File: src/rtl/led_pkg.sv
// Mode encodings and per-mode LED start patterns shared by the LED sequencer.
// Constants only; no latency, no flow control.
package led_pkg;

   typedef enum logic [1:0] {
      MODE_COUNT = 2'd0,
      MODE_SCAN  = 2'd1,
      MODE_BLINK = 2'd2,
      MODE_FILL  = 2'd3
   } mode_t;

   localparam logic [7:0] START_COUNT = 8'h00;
   localparam logic [7:0] START_SCAN  = 8'h01;
   localparam logic [7:0] START_BLINK = 8'h00;
   localparam logic [7:0] START_FILL  = 8'h00;

   function automatic logic [7:0] start_value(input mode_t m);
      logic [7:0] v;
      unique case (m)
         MODE_COUNT: v = START_COUNT;
         MODE_SCAN:  v = START_SCAN;
         MODE_BLINK: v = START_BLINK;
         MODE_FILL:  v = START_FILL;
      endcase
      return v;
   endfunction

endpackage

File: src/rtl/led_debounce.sv
// Two-flop synchroniser plus level debouncer for an asynchronous pushbutton.
// dout follows din 2+DEB_CYCLES cycles after din settles; no backpressure.
module led_debounce #(
   parameter int DEB_CYCLES = 1_000_000
) (
   input  logic CLK,
   input  logic RESETN,
   input  logic din,
   output logic dout
);

   localparam int CW = $clog2(DEB_CYCLES);

   logic          s1;
   logic          s2;
   logic [CW-1:0] cnt;

   // cnt measures how long s2 has disagreed with dout; any agreement restarts it
   always_ff @(posedge CLK or negedge RESETN) begin
      if (!RESETN) begin
         s1   <= 1'b0;
         s2   <= 1'b0;
         cnt  <= '0;
         dout <= 1'b0;
      end else begin
         s1 <= din;
         s2 <= s1;
         if (s2 == dout) begin
            cnt <= '0;
         end else if (cnt == CW'(DEB_CYCLES - 1)) begin
            dout <= s2;
            cnt  <= '0;
         end else begin
            cnt <= cnt + CW'(1);
         end
      end
   end

endmodule

File: src/rtl/led_sequencer.sv
// Prescaled LED pattern generator with four modes cycled by a debounced button.
// LD/MODE registered, one cycle after tick or debounced press; no backpressure.
module led_sequencer
   import led_pkg::*;
#(
   parameter int BASE_BIT   = 24,
   parameter int DEB_CYCLES = 1_000_000
) (
   input  logic       CLK,
   input  logic       RESETN,
   input  logic       BTNC,
   input  logic [1:0] SPEED,
   input  logic       PAUSE,
   output logic [7:0] LD,
   output logic [1:0] MODE
);

   logic [1:0]  rst_sync;
   logic        arst_n;
   logic        deb;
   logic        deb_q;
   logic        rise;
   logic [31:0] presc;
   logic [4:0]  tick_bit;
   logic [31:0] tick_mask;
   logic        tick;
   logic        scan_right;
   mode_t       mode;
   mode_t       next_mode;

   // assert asynchronously, release two edges after RESETN rises
   always_ff @(posedge CLK or negedge RESETN) begin
      if (!RESETN) rst_sync <= 2'b00;
      else         rst_sync <= {rst_sync[0], 1'b1};
   end
   assign arst_n = rst_sync[1];

   led_debounce #(.DEB_CYCLES(DEB_CYCLES)) u_debounce (
      .CLK    (CLK),
      .RESETN (arst_n),
      .din    (BTNC),
      .dout   (deb)
   );

   assign rise      = deb & ~deb_q;
   assign next_mode = mode_t'(mode + 2'd1);
   assign tick_bit  = 5'(BASE_BIT) - {3'b000, SPEED};
   assign tick_mask = 32'hFFFF_FFFF >> (5'd31 - tick_bit);
   assign tick      = (presc & tick_mask) == tick_mask;
   assign MODE      = mode;

   // a mode advance restarts the prescaler and swallows a coincident tick
   always_ff @(posedge CLK or negedge arst_n) begin
      if (!arst_n) begin
         presc      <= '0;
         mode       <= MODE_COUNT;
         LD         <= START_COUNT;
         scan_right <= 1'b0;
         deb_q      <= 1'b0;
      end else begin
         deb_q <= deb;
         if (rise) begin
            mode       <= next_mode;
            LD         <= start_value(next_mode);
            scan_right <= 1'b0;
            presc      <= '0;
         end else begin
            presc <= presc + 32'd1;
            if (tick && !PAUSE) begin
               unique case (mode)
                  MODE_COUNT: LD <= LD + 8'd1;
                  MODE_SCAN: begin
                     if (!scan_right) begin
                        if (LD == 8'h80) begin
                           scan_right <= 1'b1;
                           LD         <= 8'h40;
                        end else begin
                           LD <= LD << 1;
                        end
                     end else begin
                        if (LD == 8'h01) begin
                           scan_right <= 1'b0;
                           LD         <= 8'h02;
                        end else begin
                           LD <= LD >> 1;
                        end
                     end
                  end
                  MODE_BLINK: LD <= ~LD;
                  MODE_FILL:  LD <= (LD == 8'hFF) ? 8'h00 : {LD[6:0], 1'b1};
               endcase
            end
         end
      end
   end

endmodule

File: config.mk
export PLATFORM = sky130hd
export DESIGN_NAME = led_sequencer
export DESIGN_NICKNAME = d
export VERILOG_FILES = /design/src/rtl/led_pkg.sv /design/src/rtl/led_debounce.sv /design/src/rtl/led_sequencer.sv
export SDC_FILE = /design/constraint.sdc
export NUM_CORES = 1
export LEC_CHECK = 0
export BUFFER_PORTS_ARGS = -buffer_cell sky130_fd_sc_hd__buf_2
export CAP_MARGIN = 20
export CORE_UTILIZATION = 60
export CTS_BUF_LIST = sky130_fd_sc_hd__clkbuf_16
export CTS_CLUSTER_DIAMETER = 200
export CTS_CLUSTER_SIZE = 14
export DETAILED_ROUTE_END_ITERATION = 6
export GPL_ROUTABILITY_DRIVEN = 0
export GPL_TIMING_DRIVEN = 0
export HOLD_SLACK_MARGIN = 0.05
export PLACE_DENSITY = 0.8
export RECOVER_POWER = 50
export SKIP_CTS_REPAIR_TIMING = 1
export SYNTH_ARGS = -nofsm -noshare
export SYNTH_HDL_FRONTEND = slang
export SYNTH_SLANG_ARGS = --single-unit
File: constraint.sdc
create_clock -name CLK -period 3 [get_ports CLK]
set_input_delay 0.3 -clock CLK [delete_from_list [all_inputs] [get_ports CLK]]
set_output_delay 0.3 -clock CLK [all_outputs]
set_load 0.03 [all_outputs]
==> impl_metrics.toml <==
[clock_network]
worstSkewPairLatency_ns = 0.33
cts_buffer_depth = 2
cts_tree = "yes"
clock-sinks = 69
worst_setup_hold_path_clk_slew_ns = 0.06
htree_levels = 3
cts_inserted_buffers = 9
clock-root-buffer = "sky130_fd_sc_hd__clkbuf_16"

[timing]
final.setup_skew_ns = 0.00635
setup_repair_after_global_routing_missed_its_margin = "false"
finalHoldViolations = 0
setup-tns-final_ns = 0
period_minus_slack_ns = 2.28
final.period_utilization = 0.761
slew-limit-headroom = 0.0694
final-max-slew-violation-count = 0
setup_ws_ns = 0.718
tightestPinTransition_ns = 1.40
setup_violations = 0
fmax_mhz = 438

[synth]
ys.flop_type = "sky130_fd_sc_hd__dfrtp_1"
synth-edff-count = 0
post_synth_inst_count = 401
synth_nets = 420
synth.largest_area_cell = "sky130_fd_sc_hd__dfrtp_1"
cell_area_after_synthesis_um2 = 3750
post_synth.cell_area_avg_um2 = 9.35
synth.top_cells.by_area = "sky130_fd_sc_hd__dfrtp_1, sky130_fd_sc_hd__xor2_1, sky130_fd_sc_hd__nor2_1"
synth.distinct_cells = 50
synth_sequential_area_ratio = 0.461
synth-warning-count = 0
async_flop_share = 1.00
postSynthRegisterBits = 69
top_area_cell_type_share_of_the_netlist_area = 0.461

[die]
core_area_um2 = 5990
rows = 28
dieWidth_um = 81.0
pin_count = 16
vertical_die_dimension_um = 81.0
initial_core_util = 0.626
die_area_um2 = 6570

[finish]
final_cell_mix = "sky130_fd_sc_hd__dfrtp_1, sky130_fd_sc_hd__nor2_1, sky130_fd_sc_hd__nand3_1"
layout_area_overhead_pct = 11.7
final_common_cell = "sky130_fd_sc_hd__dfrtp_1"
antenna_cells = 0
fin_nets = 447
layout-drive-gt1-share = 0.0924

[detailed_routing]
post-route-drc-count = 0
drt-pass1-iter-count = 5
routed_wirelength_um = 7610
detail_route.vias_per_cell = 5.97
drt-wirelength-per-cell_um = 15.0
final_antenna_net_count = 0
vias = 3035
drt_iter0_drc = 266

[critical_path]
critical_path_required_ns = 3.22
setup.worst_path.class = "flop to flop"
critical_path.startpoint_type = "flop"
critPathCaptureType = "flop"
critical_path_peak_fanout = 10
critPathArrivalTime_ns = 2.51

[global_routing]
number_of_antenna_violations_at_the_first_check_in_global_routing = 0
global_route_wire_length_before_repair_um = 12800
largest_net_degree_at_the_start_of_global_routing = 68
number_of_global_route_vias_before_repair = 2761
globalRouteOverflowTotal = 0
total_grt_usage = 0.257

[pwr]
vdd_ir_drop_max_mv = 0.429
cellPowerDensity_nw_per_um2 = 456
total_leakage_power_uw = 0.00183

[placement]
dp_hpwl_um = 5050
post-place-ws_ns = 0.722
io_buffers = 15

[worst_hold_path]
min_path_type = "input port to flop"

[run]
drv.max_cap_violation_count = 0

[outcome]
status = "finished clean"
[worst paths after layout]
| path | cells after the start | startpoint | to | slack [ns] |
|---|---|---|---|---|
| min in group asynchronous | 2 | RESETN | rst_sync[0] | 0.29 |
| max in group asynchronous | 0 | rst_sync[1] | u_debounce.cnt[10] | 1.56 |
| setup / recovery | 7 | presc[0] | LD[2] | 0.72 |
| hold reg to reg | 0 | u_debounce.s1 | u_debounce.s2 | 0.35 |
| hold / removal | 1 | BTNC | u_debounce.s1 | 0.08 |
| setup reg to reg | 7 | presc[0] | LD[2] | 0.72 |
[state kept, by name, summed over array words and instances, names as in the netlist]
name and flops:
MODE 2, rst_sync 2, u_debounce.s2 1, presc 32, u_debounce.s1 1, scan_right 1, u_debounce.dout 1, deb_q 1
u_debounce.cnt 20, LD 8
[synth_stat cells, types with 4 or more instances]
cell and count:
sky130_fd_sc_hd__a21oi_1 14, sky130_fd_sc_hd__a221oi_1 5, sky130_fd_sc_hd__and3_1 5, sky130_fd_sc_hd__and4_1 5, sky130_fd_sc_hd__buf_2 4, sky130_fd_sc_hd__clkbuf_1 11, sky130_fd_sc_hd__dfrtp_1 69, sky130_fd_sc_hd__ha_1 13
sky130_fd_sc_hd__inv_1 19, sky130_fd_sc_hd__nand2_1 25, sky130_fd_sc_hd__nand3_1 27, sky130_fd_sc_hd__nand4_1 15, sky130_fd_sc_hd__nor2_1 53, sky130_fd_sc_hd__nor2b_1 4, sky130_fd_sc_hd__nor3_1 13, sky130_fd_sc_hd__nor4_1 10
sky130_fd_sc_hd__o21ai_0 12, sky130_fd_sc_hd__or3_1 5, sky130_fd_sc_hd__xnor2_1 22, sky130_fd_sc_hd__xor2_1 24
[critical path, cell delays in order, from the launching register on]
cell	delay, ns
sky130_fd_sc_hd__dfrtp_1	0.41
sky130_fd_sc_hd__ha_1	0.26
sky130_fd_sc_hd__nand4_1	0.28
sky130_fd_sc_hd__nor4_1	0.40
sky130_fd_sc_hd__and3b_1	0.29
sky130_fd_sc_hd__buf_4	0.20
sky130_fd_sc_hd__o21ai_0	0.09
sky130_fd_sc_hd__a221oi_1	0.24
[per-layer routing]
metal  part of all wire  vias to the layer above  track usage
met1               0.46                     1449        0.335
met5                  0                        -            0
met3              0.050                       17       0.0494
met4              0.018                        0        0.118
li1                   -                     1463            -
met2               0.48                      106        0.414
[area by class of cell]
class / count / area (µm²)
plain buffers: 17 / 80.1
flip-flops and latches: 69 / 1730
clock buffers: 9 / 225
fillers: 434 / 1800
multi-input cells: 296 / 1870
well taps: 75 / 93.8
inverters: 19 / 71.3
clock inverters: 7 / 33.8
repair buffers: 16 / 83.8
[cells by family after synthesis]
| logic type | synth area share |
|---|---|
| AOI/OAI and AO/OA | 0.103 |
| xor gates and xnor gates | 0.107 |
| adders and majority gates | 0.0434 |
| buffers and inverters | 0.0404 |
| DFF | 0.461 |
| muxes | 0.00567 |
| other | 0.00100 |
| and+or+nand+nor | 0.238 |
[where the power goes]
part / switching, µW / internal, µW
Sequential: 21.3 / 938
Clock: 375 / 545
Combinational: 18.0 / 13.3
Total: 415 / 1500
[metrics by stage]
stage               utilization  hold slack (ns)  instances  cell area [µm²]  power [µW]
floorplan                     -          0.00441        401             3750         992
global placement          0.654           0.0860        491             3920        1010
detailed placement        0.655           0.0859        491             3920        1010
CTS                       0.698           -0.253        507             4180        1920
global route              0.699           0.0685        508             4190        1970
finish                    0.699           0.0783        508             4190        1910
Note: power is estimated with default switching activity, not from simulation.
